===== src/rtl/clock_pkg.sv =====
// Shared definitions for the clock display path: adjust-state flags, field
// indices and counter-width helpers.
package clock_pkg;

   localparam logic FLAG_NORM = 1'b0;
   localparam logic FLAG_ADJ  = 1'b1;

   typedef enum logic {
      ST_NORM = FLAG_NORM,
      ST_FLD  = FLAG_ADJ
   } adj_state_t;

   localparam int FLD_SEC  = 0;
   localparam int FLD_MIN  = 1;
   localparam int FLD_HOUR = 2;

   // Field-index width: $clog2(n), never narrower than one bit.
   function automatic int idx_width(input int n);
      return (n <= 2) ? 1 : $clog2(n);
   endfunction

   // Width of a counter that must be able to hold the value maxval.
   function automatic int cnt_width(input int maxval);
      return (maxval <= 1) ? 1 : $clog2(maxval + 1);
   endfunction

endpackage


===== src/rtl/adj_repeat.sv =====
// Edge detection on adjust/sig2hz plus the hold counter that paces
// auto-repeat; emits a leading strobe and per-edge repeat strobes.
module adj_repeat
   import clock_pkg::*;
#(
   parameter int HOLD = 2
) (
   input  logic clk,
   input  logic rst,
   input  logic adjust,
   input  logic sig2hz,
   input  logic restart,
   output logic first,
   output logic rep
);

   localparam int HW = cnt_width(HOLD);

   logic          primed;
   logic          adj_q;
   logic          s2_q;
   logic [HW-1:0] hcnt;
   logic          adj_rise;
   logic          s2_rise;

   // primed masks the first cycle after reset so stale history is never an edge
   assign adj_rise = primed & adjust & ~adj_q;
   assign s2_rise  = primed & sig2hz & ~s2_q;

   always_ff @(posedge clk) begin
      if (rst) begin
         primed <= 1'b0;
         adj_q  <= 1'b0;
         s2_q   <= 1'b0;
         hcnt   <= '0;
      end else begin
         primed <= 1'b1;
         adj_q  <= adjust;
         s2_q   <= sig2hz;
         if (restart || !adjust)
            hcnt <= '0;
         else if (s2_rise && (hcnt < HW'(HOLD)))
            hcnt <= hcnt + 1'b1;
      end
   end

   assign first = adj_rise & ~restart;
   assign rep   = adjust & s2_rise & ~restart & (hcnt == HW'(HOLD));

endmodule


===== src/rtl/adjust_ctrl.sv =====
// Time-setting controller: selects one of NFIELD fields, issues clear or
// increment pulses with auto-repeat, blanks the selected field, and times out.
module adjust_ctrl
   import clock_pkg::*;
#(
   parameter int                NFIELD   = 3,
   parameter logic [NFIELD-1:0] CLR_MASK = {{(NFIELD-1){1'b0}}, 1'b1},
   parameter int                TIMEOUT  = 30,
   parameter int                HOLD     = 2
) (
   input  logic              clk,
   input  logic              rst,
   input  logic              sig2hz,
   input  logic              tick1hz,
   input  logic              mode,
   input  logic              select,
   input  logic              adjust,
   output logic [NFIELD-1:0] clr,
   output logic [NFIELD-1:0] inc,
   output logic [NFIELD-1:0] on,
   output logic              adj_mode
);

   localparam int IW = idx_width(NFIELD);
   localparam int TW = cnt_width(TIMEOUT);

   adj_state_t        state_q, state_n;
   logic [IW-1:0]     idx_q, idx_n;
   logic [TW-1:0]     tcnt_q, tcnt_n;
   logic [NFIELD-1:0] clr_n, inc_n;
   logic              in_fld;
   logic              restart;
   logic              first;
   logic              rep;
   logic              tclr;
   logic              expire;

   assign in_fld   = (state_q == ST_FLD);
   assign adj_mode = in_fld;
   assign restart  = mode | select | ~in_fld;

   adj_repeat #(.HOLD(HOLD)) u_repeat (
      .clk     (clk),
      .rst     (rst),
      .adjust  (adjust),
      .sig2hz  (sig2hz),
      .restart (restart),
      .first   (first),
      .rep     (rep)
   );

   // Inactivity counter saturates at TIMEOUT; expiry is seen on the same
   // tick that would reach it, so NORM follows one cycle after that tick.
   always_comb begin
      tclr   = mode | select | adjust | ~in_fld;
      tcnt_n = tcnt_q;
      if (tclr)
         tcnt_n = '0;
      else if (tick1hz && (tcnt_q < TW'(TIMEOUT)))
         tcnt_n = tcnt_q + 1'b1;
      expire = (TIMEOUT != 0) && !tclr && (tcnt_n >= TW'(TIMEOUT));
   end

   always_comb begin
      state_n = state_q;
      idx_n   = idx_q;
      if (mode) begin
         state_n = in_fld ? ST_NORM : ST_FLD;
         idx_n   = '0;
      end else if (in_fld && select) begin
         idx_n = (idx_q == '0) ? IW'(NFIELD - 1) : idx_q - 1'b1;
      end else if (expire) begin
         state_n = ST_NORM;
      end
   end

   // Clear fields take only the leading pulse; increment fields also repeat.
   always_comb begin
      clr_n = '0;
      inc_n = '0;
      on    = '1;
      if (in_fld) begin
         if (first) begin
            if (CLR_MASK[idx_q])
               clr_n[idx_q] = 1'b1;
            else
               inc_n[idx_q] = 1'b1;
         end else if (rep && !CLR_MASK[idx_q]) begin
            inc_n[idx_q] = 1'b1;
         end
         if (sig2hz && !adjust)
            on[idx_q] = 1'b0;
      end
   end

   always_ff @(posedge clk) begin
      if (rst) begin
         state_q <= ST_NORM;
         idx_q   <= '0;
         tcnt_q  <= '0;
         clr     <= '0;
         inc     <= '0;
      end else begin
         state_q <= state_n;
         idx_q   <= idx_n;
         tcnt_q  <= tcnt_n;
         clr     <= clr_n;
         inc     <= inc_n;
      end
   end

endmodule

===== config.mk =====
export PLATFORM = sky130hd
export DESIGN_NAME = adjust_ctrl
export DESIGN_NICKNAME = d
export VERILOG_FILES = /design/src/rtl/clock_pkg.sv /design/src/rtl/adj_repeat.sv /design/src/rtl/adjust_ctrl.sv
export SDC_FILE = /design/constraint.sdc
export NUM_CORES = 1
export LEC_CHECK = 0
export ABC_AREA = 1
export CORE_UTILIZATION = 44
export CTS_CLUSTER_SIZE = 40
export DETAILED_ROUTE_END_ITERATION = 8
export PLACE_DENSITY_LB_ADDON = 0.05
export SLEW_MARGIN = 10
export SYNTH_ARGS = -nofsm -noshare
export SYNTH_HDL_FRONTEND = slang
export SYNTH_SLANG_ARGS = --single-unit
export TNS_END_PERCENT = 30

===== constraint.sdc =====
create_clock -name clk -period 1.07 [get_ports clk]
set_input_delay 0.107 -clock clk [delete_from_list [all_inputs] [get_ports clk]]
set_output_delay 0.107 -clock clk [all_outputs]
set_load 0.005 [all_outputs]

### Word level (Yosys, flattened, before mapping)

Cells that the tools add are included.

* output and inout bits: 10
* word-level logic and storage cells: 73
* register bits: 19
* input bits: 7

* magnitude comparators: 5
* $add $sub $neg: 3
* bitwise gates (word level): 19
* reduce and logical (&&, ||, !) cells: 18
* equality and inequality tests: 2
* multiplexer cells: 17

Operators by type and width (number)
* $mux W3: 5
* $mux W5: 2
* $and A1 B1 Y1: 8
* $logic_and A1 B1 Y1: 7
* $mux W1: 7
* $not A1 Y1: 6
* $reduce_or A2 Y1: 3
* $add A5 B1 Y5 const B: 1
* $ge A5 B5 Y1 const B: 1
* $lt A5 B5 Y1 const B: 1
* $or A1 B1 Y1: 4
* $reduce_or A4 Y1: 1
* $logic_not A1 Y1: 3
* $lt A2 B3 Y1 const B: 1
* $not A3 Y3: 1
* $add A2 B1 Y2 const B: 1
* $bmux W1 S2: 1
* $demux W1 S2: 1
* $eq A2 B2 Y1 const B: 1
* $ge A2 B1 Y1 const B: 1
* $logic_not A2 Y1: 1
* $lt A2 B2 Y1 const B: 1
* $mux W2: 1
* $ne A2 B2 Y1 const B: 1
* other kinds (4): 4

### Logic depth before layout (Yosys ltp)

Gate-level depths: netlist of run 1.

* word-level depth: 9
* gate-level depth with buffers: 10
* depth with buffers taken out: 10

### Cells and area by module

Synthesis of run 1 repeated with hierarchy kept, for this count alone.

* cell total of the unflattened synthesis: 129
* area total of the unflattened synthesis: 964.7 µm²

By module, submodules not included
* adjust_ctrl: instances 1, area each 738.2 µm², seq. area each 280.3 µm², cells an instance 98
* adj_repeat: instances 1, area each 226.5 µm², seq. area each 100.1 µm², cells an instance 31

### Least setup slack after synthesis of run 1

No wires, ideal clock.

* path type: register -> register
* start: register tcnt_q[0]
* end: register state_q, in the netlist adj_mode
* setup time: 127 ps
* data required time: 943 ps
* arrival time: 1036 ps
* stages on the path, launching flop included: 11
* clock period less this slack: 1164 ps
* path buffers: 0
* slack: -94 ps
* cells stage by stage: dfxtp_1 > ha_1 > inv_1 > nand2_1 > nand2_1 > nand3_1 > nand2_1 > nor2_1 > nand3_1 > nand2_1 > a21oi_2

* cells in the longest elaborated chain, start to end: 8
* elaborated cells between the ends (all ways): 9
* those cells by class: add/sub (1); order compare (2); mux (2); reduce/logical (4)

RTL lines
* start, declared: RTL line adjust_ctrl.sv:29 `logic [TW-1:0] tcnt_q, tcnt_n;`
* start signal, assigned: RTL line adjust_ctrl.sv:106 `tcnt_q <= tcnt_n;`
* $lt A5 B5 Y1: RTL line adjust_ctrl.sv:59 `else if (tick1hz && (tcnt_q < TW'(TIMEOUT)))`
* $logic_and A1 B1 Y1: RTL line adjust_ctrl.sv:59
* $mux W5 *: RTL line adjust_ctrl.sv:59
* $mux W5 *: RTL line adjust_ctrl.sv:57 `if (tclr)`
* $ge A5 B5 Y1 *: RTL line adjust_ctrl.sv:61 `expire = (TIMEOUT != 0) && !tclr && (tcnt_n >= TW'(TIMEOUT));`
* $logic_and A1 B1 Y1 *: RTL line adjust_ctrl.sv:61
* $reduce_bool A2 Y1 (no line) *
* $reduce_and A2 Y1 (no line) *
* end signal, assigned: RTL line adjust_ctrl.sv:104 `state_q <= state_n;`
* end, declared: RTL line adjust_ctrl.sv:27 `adj_state_t state_q, state_n;`

Every way passes the cells marked *; elsewhere a longest branch is shown, timed or not.
A chain may end at the register's enable or synchronous reset.

### Worst setup path after layout of run 1

* start: register tcnt_q[1]
* end: register state_q, in the netlist adj_mode

Same word-level chain as after synthesis.

==> implementation parameters, run 1 <==
Parameter                              Value

Status
  Status ... complete, but fails checks
  Failing checks ... negative setup slack

GRT
  Number of global-route vias before repair ... 781
  Global-route wire length before repair ... 3.17 mm
  Aggregate global-route resource usage ... 21.6%
  Largest net degree at the start of global routing ... 12
  Total gr overflow ... 0
  Initial antenna violation count ... 0

Power and ir drop
  Share of power burned in registers ... 57.7%
  Cell area power density ... 938 nW/um^2
  Internal ... 0.942 mW
  Switching part of the total ... 25.0%
  Relative contribution of combinational cells to total power ... 13.1%
  Sw power ... 0.314 mW
  Total chip power ... 1.26 mW
  Peak supply drop ... 723 uV
  Clk pwr share ... 29.2%
  Standby leakage power ... 0.619 nW

Synth
  Fraction of post-synthesis cell area in the top cell type by area ... 43.9%
  Number of unique standard cell types used by synthesis ... 22
  Sequential area share after synthesis ... 43.9%
  Main synth FF type ... sky130_fd_sc_hd__dfxtp_1
  Number of flip-flops and latches in the synthesized netlist ... 19
  EDFF count, synth ... 0
  Largest area contributor in the synthesized netlist ... sky130_fd_sc_hd__dfxtp_1
  Syn_area_per_cell ... 7.29 sq um
  Post-Synthesis Cells ... 119
  Cell Area, Synth ... 867 sq um
  Share of flip-flops with an asynchronous set or reset after synthesis ... 0%
  Most used standard cell by instance count after synthesis ... sky130_fd_sc_hd__nand2_1
  Synthesized net count ... 131
  Most area-consuming cells after synthesis ... sky130_fd_sc_hd__dfxtp_1 (44%), sky130_fd_sc_hd__nand2_1 (10%), sky130_fd_sc_hd__inv_1 (8.7%), sky130_fd_sc_hd__nor2_1 (7.8%), sky130_fd_sc_hd__ha_1 (7.2%)
  Most frequent cells after synthesis ... sky130_fd_sc_hd__nand2_1 (23), sky130_fd_sc_hd__inv_1 (20), sky130_fd_sc_hd__dfxtp_1 (19)
  Total of warnings raised by yosys ... 0

Cells and area
  Count of nets after finishing ... 174
  Share of cells above drive strength 1 ... 34.8%
  P&R area growth vs syn ... 54.4%
  Sequential cell area ... 397 sq um
  Filler Cells Inserted ... 131
  Antenna cell count ... 0
  Total area of multi-input combinational cells ... 482 sq um

Die
  Number of standard-cell rows in the floorplan ... 15
  Number of primary I/O pins ... 17
  Die W ... 46.4 um
  Core box area ... 1780 sq um
  Starting density of the core ... 48.6%
  Total Die Area ... 2150 sq um
  Die Ht ... 46.4 um

Placement
  Port-buffer cells ... 16
  Post-DP HPWL ... 1.47 mm
  Gp weighted congestion ... 0.790
  Post-placement worst setup slack ... -0.463 ns

STA
  Final Skew ... 0.00129 ns
  Period utilisation layout ... 117%
  Setup-failing EPs final ... 9
  RSZ-0062 raised after global routing ... true
  Fin worst setup slack ... -0.187 ns
  Final-report max-slew violation count ... 0
  Shortest clock period the worst path allows after layout ... 1.26 ns
  Peak clock frequency supported by timing ... 796 MHz
  Min Hold Slack ... 0.415 ns
  Final Hold Fails ... 0

Routing
  Total number of vias ... 857
  Remaining antenna violation count after routing ... 0
  Number of iterations in the first detailed-routing pass ... 4
  Mean number of vias per cell ... 4.61
  DRT iter0 DRCs ... 16
  Detailed Route WL ... 2.00 mm
  Routed wirelength normalized by instance count ... 10.7 um
  Detailed-route DRC error count ... 0

Clocking
  Number of buffers created by CTS ... 3
  Maximum count of clock buffers along a single path ... 2
  Cell chosen for the clock root ... sky130_fd_sc_hd__clkbuf_4
  Clock H-tree levels ... 1
  CTS Hold Bufs ... 0
  Sink Count ... 19
  TritonCTS clock tree ... yes
  Clock transition at the registers of the reported paths ... 0.11 ns
  Clock insertion delay at the later pin of the skew report ... 0.30 ns

Worst setup path
  Category of cells accounting for the largest share of critical-path delay ... simple AND/OR/NAND/NOR gates
  Most frequent CP cell ... sky130_fd_sc_hd__nand2_1
  Cell-by-cell trace of the critical path ... ha_4 > inv_2 > nand2_2 > nand2_1 > nand3_1 > nand2_1 > nor2_1 > nand3_1 > nand2_1 > a21oi_2
  Cells on worst reg2reg path ... 10
  Reg2reg end ... adj_mode
  Type of the worst setup path ... reg -> reg
  Critical path launch point type ... flop
  Critical Path End Type ... flop
  Biggest fanout along the worst timing path ... 4
  Critical-path top delay cell ... sky130_fd_sc_hd__dfxtp_4
  Arrival time reported for the critical path endpoint ... 1.45 ns
  Internal reg-to-reg setup slack ... -0.19 ns
  Max incr delay on CP ... 0.38 ns
  Start of the worst register-to-register path ... tcnt_q[1]
  Worst path buffer plus inverter count ... 1
  CP required ... 1.27 ns

Hold path
  Hold worst-path end ... u_repeat.s2_q
  Type of the most critical hold path ... in -> reg
  Worst hold start ... sig2hz
  Worst hold path stage count ... 3

Flow run
  Number of violations of the max-capacitance limit ... 0
[metal layers]
layer | vias up | global-route usage [%] | share of wire, %
li1 | 458 | - | -
met1 | 370 | 23.0 | 43
met2 | 24 | 38.6 | 51
met3 | 5 | 5.88 | 4.2
met4 | 0 | 10.0 | 1.9
met5 | - | 0 | 0
[tightest hold or removal path: stages]
cell                              delay [ns]
sky130_fd_sc_hd__clkdlybuf4s50_1        0.39
sky130_fd_sc_hd__inv_1                  0.13
sky130_fd_sc_hd__nor2_1                 0.06
[power groups by stage]
| stage | Combinational, mW | Clock [mW] | Sequential (mW) |
|---|---|---|---|
| 2_1_floorplan | 0.0538 | 0 | 0.744 |
| 3_3_place_gp | 0.141 | 0 | 0.742 |
| 3_5_place_dp | 0.143 | 0 | 0.743 |
| 4_1_cts | 0.155 | 0.382 | 0.724 |
| 5_1_grt | 0.181 | 0.404 | 0.726 |
| 6_report | 0.165 | 0.366 | 0.724 |
[cells in the final DEF, fill, tap and decap left out, types with 4 or more instances in the layout]
cell type,count
sky130_fd_sc_hd__nand2_1,21
sky130_fd_sc_hd__buf_4,21
sky130_fd_sc_hd__nor2_1,18
sky130_fd_sc_hd__inv_1,17
sky130_fd_sc_hd__dfxtp_1,12
sky130_fd_sc_hd__nand3_1,8
sky130_fd_sc_hd__clkdlybuf4s50_1,6
sky130_fd_sc_hd__dlygate4sd2_1,6
sky130_fd_sc_hd__a21oi_1,5
sky130_fd_sc_hd__nand2_2,4
sky130_fd_sc_hd__ha_4,4
sky130_fd_sc_hd__dfxtp_2,4
sky130_fd_sc_hd__buf_2,4
[registers in the layout, indices dropped and copies added, names as in the netlist]
register / count
adj_mode: 1
idx_q: 2
u_repeat.s2_q: 1
u_repeat.hcnt: 2
clr: 3
tcnt_q: 5
u_repeat.adj_q: 1
u_repeat.primed: 1
inc: 3
[cells by family (layout without fill, tap and decap cells)]
group,Yosys count,count (layout),synth area share (%)
simple gates,60,60,30.4
buf+inv,22,64,9.52
flops,19,19,43.9
compound gates,11,11,7.50
fa+ha+maj,5,5,7.22
other cells,1,1,0.432
xor+xnor,1,1,1.01
[per-stage QoR]
stage | area [sq um] | TNS (ns) | instances | utilization (%)
6_report | 1340 | -0.822 | 186 | 75.1
4_1_cts | 1310 | -0.876 | 184 | 73.5
3_3_place_gp | 1210 | -3.97 | 178 | 68.0
2_1_floorplan | 882 | -0.0470 | 119 | -
3_5_place_dp | 1210 | -4.27 | 178 | 68.0
5_1_grt | 1340 | -1.81 | 186 | 75.1
[worst max path at each step]
stage / cells past startpoint / startpoint / endpoint / slack (ns)
after floorplan: 10 / tcnt_q[1] / adj_mode / -0.05
after global placement: 5 / sig2hz / on[0] / -0.40
after detailed placement: 5 / sig2hz / on[2] / -0.46
after CTS: 8 / tcnt_q[1] / adj_mode / -0.17
after global routing: 10 / tcnt_q[1] / adj_mode / -0.27
final: 10 / tcnt_q[1] / adj_mode / -0.19
[final cells by class]
type	instances	area share, %
Clock buffer	3	1.68
Clock inverter	1	0.374
Inverter	21	6.64
Multi-Input combinational cell	78	36.0
Sequential cell	19	29.6
Tap cell	25	2.34
Timing Repair Buffer	39	23.4
[what timing repair did]
| item | CTS | global route |
|---|---|---|
| pin swaps | 5 | 8 |
| gates resized for setup | 45 | 6 |
| endpoints found under the setup margin | 22 | 16 |
| setup buffers | 2 | 2 |
(Power assumes the default switching activity.)
==> run 2, diff against run 1 <==
--- a/config.mk
+++ b/config.mk
@@ -6,9 +6,11 @@
 export NUM_CORES = 1
 export LEC_CHECK = 0
 export ABC_AREA = 1
-export CORE_UTILIZATION = 44
+export CORE_MARGIN = 2
+export CORE_UTILIZATION = 53
 export CTS_CLUSTER_SIZE = 40
 export DETAILED_ROUTE_END_ITERATION = 8
+export DONT_BUFFER_PORTS = 1
 export PLACE_DENSITY_LB_ADDON = 0.05
 export SLEW_MARGIN = 10
 export SYNTH_ARGS = -nofsm -noshare
==> run 2 against run 1 <==
The flow finishes with violations (negative hold slack, negative setup slack). Core utilization is 5.1 points higher. Setup slack better by 0.062 ns. Hold slack got worse by 0.57 ns. Largest cell class unchanged.
==> implementation parameters, run 2 (synthesis results as in run 1) <==
Parameter                              Value

STA
  Fin worst setup slack ... -0.125 ns (was -0.187 ns)
  Peak clock frequency supported by timing ... 837 MHz (was 796 MHz)
  Final Skew ... 0.00121 ns (was 0.00129 ns)
  Final-report max-slew violation count ... 0 (unchanged)
  RSZ-0062 raised after global routing ... true (unchanged)
  Setup TNS ... -0.625 ns (was -0.822 ns)
  Shortest clock period the worst path allows after layout ... 1.19 ns (was 1.26 ns)
  Setup-failing EPs final ... 9 (unchanged)
  Period utilisation layout ... 112% (was 117%)
  Min Hold Slack ... -0.151 ns (was 0.415 ns)
  Final Hold Fails ... 6 (was 0)

Clocking
  Sink Count ... 19 (unchanged)
  Clock transition at the registers of the reported paths ... 0.11 ns (about the same)
  Maximum count of clock buffers along a single path ... 2 (unchanged)
  TritonCTS clock tree ... yes (unchanged)
  Clock H-tree levels ... 1 (unchanged)
  CTS Hold Bufs ... 6 (was 0)
  Number of buffers created by CTS ... 3 (unchanged)
  Cell chosen for the clock root ... sky130_fd_sc_hd__clkbuf_4 (unchanged)
  Clock insertion delay at the later pin of the skew report ... 0.30 ns (about the same)

Cells and area
  Filler Cells Inserted ... 106 (was 131)
  Count of nets after finishing ... 157 (was 174)
  Most common cell after layout, fill and taps aside ... sky130_fd_sc_hd__nor2_1
  Antenna cell count ... 0 (unchanged)
  Leading cell types in the layout, fill and taps excluded ... sky130_fd_sc_hd__nor2_1 (16), sky130_fd_sc_hd__inv_1 (15), sky130_fd_sc_hd__buf_4 (15) (was sky130_fd_sc_hd__nand2_1 (21), sky130_fd_sc_hd__buf_4 (21), sky130_fd_sc_hd__nor2_1 (18))
  P&R area growth vs syn ... 41.0% (was 54.4%)
  Largest register by flop count ... tcnt_q (unchanged)
  Share of cells above drive strength 1 ... 41.0% (was 34.8%)
  Registers with the most flip-flops ... tcnt_q (5), clr (3), inc (3) (unchanged)
  Max reg flops ... 5 (unchanged)

Power and ir drop
  Standby leakage power ... 0.539 nW (was 0.619 nW)
  Peak supply drop ... 690 uV (was 723 uV)
  Cell area power density ... 996 nW/um^2 (was 938 nW/um^2)

Worst setup path
  Critical Path End Type ... output pin (was flop)
  Cell-by-cell trace of the critical path ... inv_4 > nor3_4 > nand2_2 (was ha_4 > inv_2 > nand2_2 > nand2_1 > nand3_1 > nand2_1 > nor2_1 > nand3_1 > nand2_1 > a21oi_2)
  CP required ... 0.96 ns (was 1.27 ns)
  Critical-path top delay cell ... sky130_fd_sc_hd__dfxtp_2 (was sky130_fd_sc_hd__dfxtp_4)
  Reg2reg end ... adj_mode (unchanged)
  Instance count on the critical path ... 3 (was 10)
  Start of the worst register-to-register path ... tcnt_q[1] (unchanged)
  Biggest fanout along the worst timing path ... 5 (was 4)
  Last element of the critical path ... on[1] (was adj_mode)
  Max incr delay on CP ... 0.39 ns (was 0.38 ns)
  Worst setup path startpoint ... adj_mode (was tcnt_q[1])
  Arrival time reported for the critical path endpoint ... 1.09 ns (was 1.45 ns)
  Internal reg-to-reg setup slack ... -0.11 ns (was -0.19 ns)
  Category of cells accounting for the largest share of critical-path delay ... flip-flops (was simple AND/OR/NAND/NOR gates)
  Critical path launch point type ... flop (unchanged)
  Cells on worst reg2reg path ... 8 (was 10)
  Type of the worst setup path ... reg -> out (was reg -> reg)
  Worst path buffer plus inverter count ... 1 (unchanged)

GRT
  Aggregate global-route resource usage ... 21.5% (was 21.6%)
  Global-route wire length before repair ... 3.13 mm (was 3.17 mm)
  Total gr overflow ... 0 (unchanged)
  Number of global-route vias before repair ... 782 (was 781)
  Largest net degree at the start of global routing ... 12 (unchanged)
  Initial antenna violation count ... 0 (unchanged)

Die
  Die W ... 44.4 um (was 46.4 um)
  Starting density of the core ... 56.9% (was 48.6%)
  Number of primary I/O pins ... 17 (unchanged)
  Core box area ... 1520 sq um (was 1780 sq um)
  Number of standard-cell rows in the floorplan ... 14 (was 15)
  Die Ht ... 44.4 um (was 46.4 um)
  Total Die Area ... 1980 sq um (was 2150 sq um)

Routing
  Total number of vias ... 844 (was 857)
  Detailed-route DRC error count ... 0 (unchanged)
  Remaining antenna violation count after routing ... 0 (unchanged)
  Detailed Route WL ... 1.95 mm (was 2.00 mm)
  Number of iterations in the first detailed-routing pass ... 4 (unchanged)
  Mean number of vias per cell ... 5.28 (was 4.61)
  DRT iter0 DRCs ... 33 (was 16)
  Routed wirelength normalized by instance count ... 12.2 um (was 10.7 um)

Status
  Failing checks ... negative hold slack, negative setup slack (was negative setup slack)
  Status ... complete, but fails checks (unchanged)

Placement
  Post-placement worst setup slack ... -0.142 ns (was -0.463 ns)
  Port-buffer cells ... 0 (was 16)
  Post-DP HPWL ... 1.23 mm (was 1.47 mm)
  Gp weighted congestion ... 0.831 (was 0.790)

Flow run
  Number of violations of the max-capacitance limit ... 0 (unchanged)

Hold path
  Type of the most critical hold path ... in -> reg (unchanged)
-- run 2: changes by cell type in the layout (fill, tap and decap cells not counted), sizes merged --
| cell | previous run | this run |
|---|---|---|
| buf | 27 | 16 |
| clkdlybuf4s50 | 6 | 0 |
| dlygate4sd2 | 6 | 0 |
| dlygate4sd3 | 0 | 6 |
-- run 2: metal layers --
metal  up-vias  track usage (%)  wire (um)  part of all wire, %
li1        418                -          -                    -
met1       376             27.6        836                   43
met2        42             36.5        947                   49
met3         8             3.67        131                  6.7
met4         0             6.67         36                  1.8
met5         -                0          0                    0
-- run 2: how the worst min path moves through the flow --
stage / from / to / slack, ns / cells past startpoint
global route: rst / tcnt_q[1] / -0.17 / 1
global placement: rst / adj_mode / 0.17 / 1
finish: rst / adj_mode / -0.15 / 1
CTS: rst / adj_mode / -0.15 / 1
detailed placement: rst / adj_mode / 0.17 / 1
floorplan: sig2hz / u_repeat.s2_q / 0.24 / 2
-- run 2: where the power goes --
group	switching (mW)	internal (mW)
logic	0.0617	0.0622
clock network	0.229	0.139
registers	0.00848	0.716
total	0.299	0.918
-- run 2: per-stage QoR --
step | util (%) | power (mW) | std cells | area [sq um]
global placement | 65.4 | 0.819 | 147 | 996
finish | 80.2 | 1.22 | 160 | 1220
detailed placement | 65.4 | 0.820 | 147 | 996
floorplan | - | 0.797 | 119 | 882
global route | 80.2 | 1.27 | 160 | 1220
CTS | 76.3 | 1.20 | 159 | 1160
-- run 2: repair_timing --
item | 4_1_cts | 5_1_grt
gates resized for setup | 20 | 18
buffers inserted | 2 | 1
endpoints found under the setup margin | 12 | 16
pin swaps | 5 | 3
endpoints found under the hold margin | 12 | 4
-- run 2: final cells by class --
type	count	area, sq um	area share (%)
Sequential cell	19	395	32.3
Multi-Input combinational cell	78	514	42.1
Timing Repair Buffer	22	184	15.0
Clock buffer	3	22.5	1.84
Tap cell	16	20.0	1.64
Clock inverter	1	5.00	0.409
Inverter	21	81.3	6.65
-- run 2: worst register-to-register path, stage by stage (launching register included) --
cell and delay (ns):
sky130_fd_sc_hd__dfxtp_4 0.38, sky130_fd_sc_hd__ha_4 0.26, sky130_fd_sc_hd__inv_2 0.03, sky130_fd_sc_hd__nand3_2 0.06, sky130_fd_sc_hd__nand2_2 0.06, sky130_fd_sc_hd__nor2_2 0.10, sky130_fd_sc_hd__nand3_1 0.07, sky130_fd_sc_hd__nand2_1 0.08
sky130_fd_sc_hd__a21oi_2 0.05
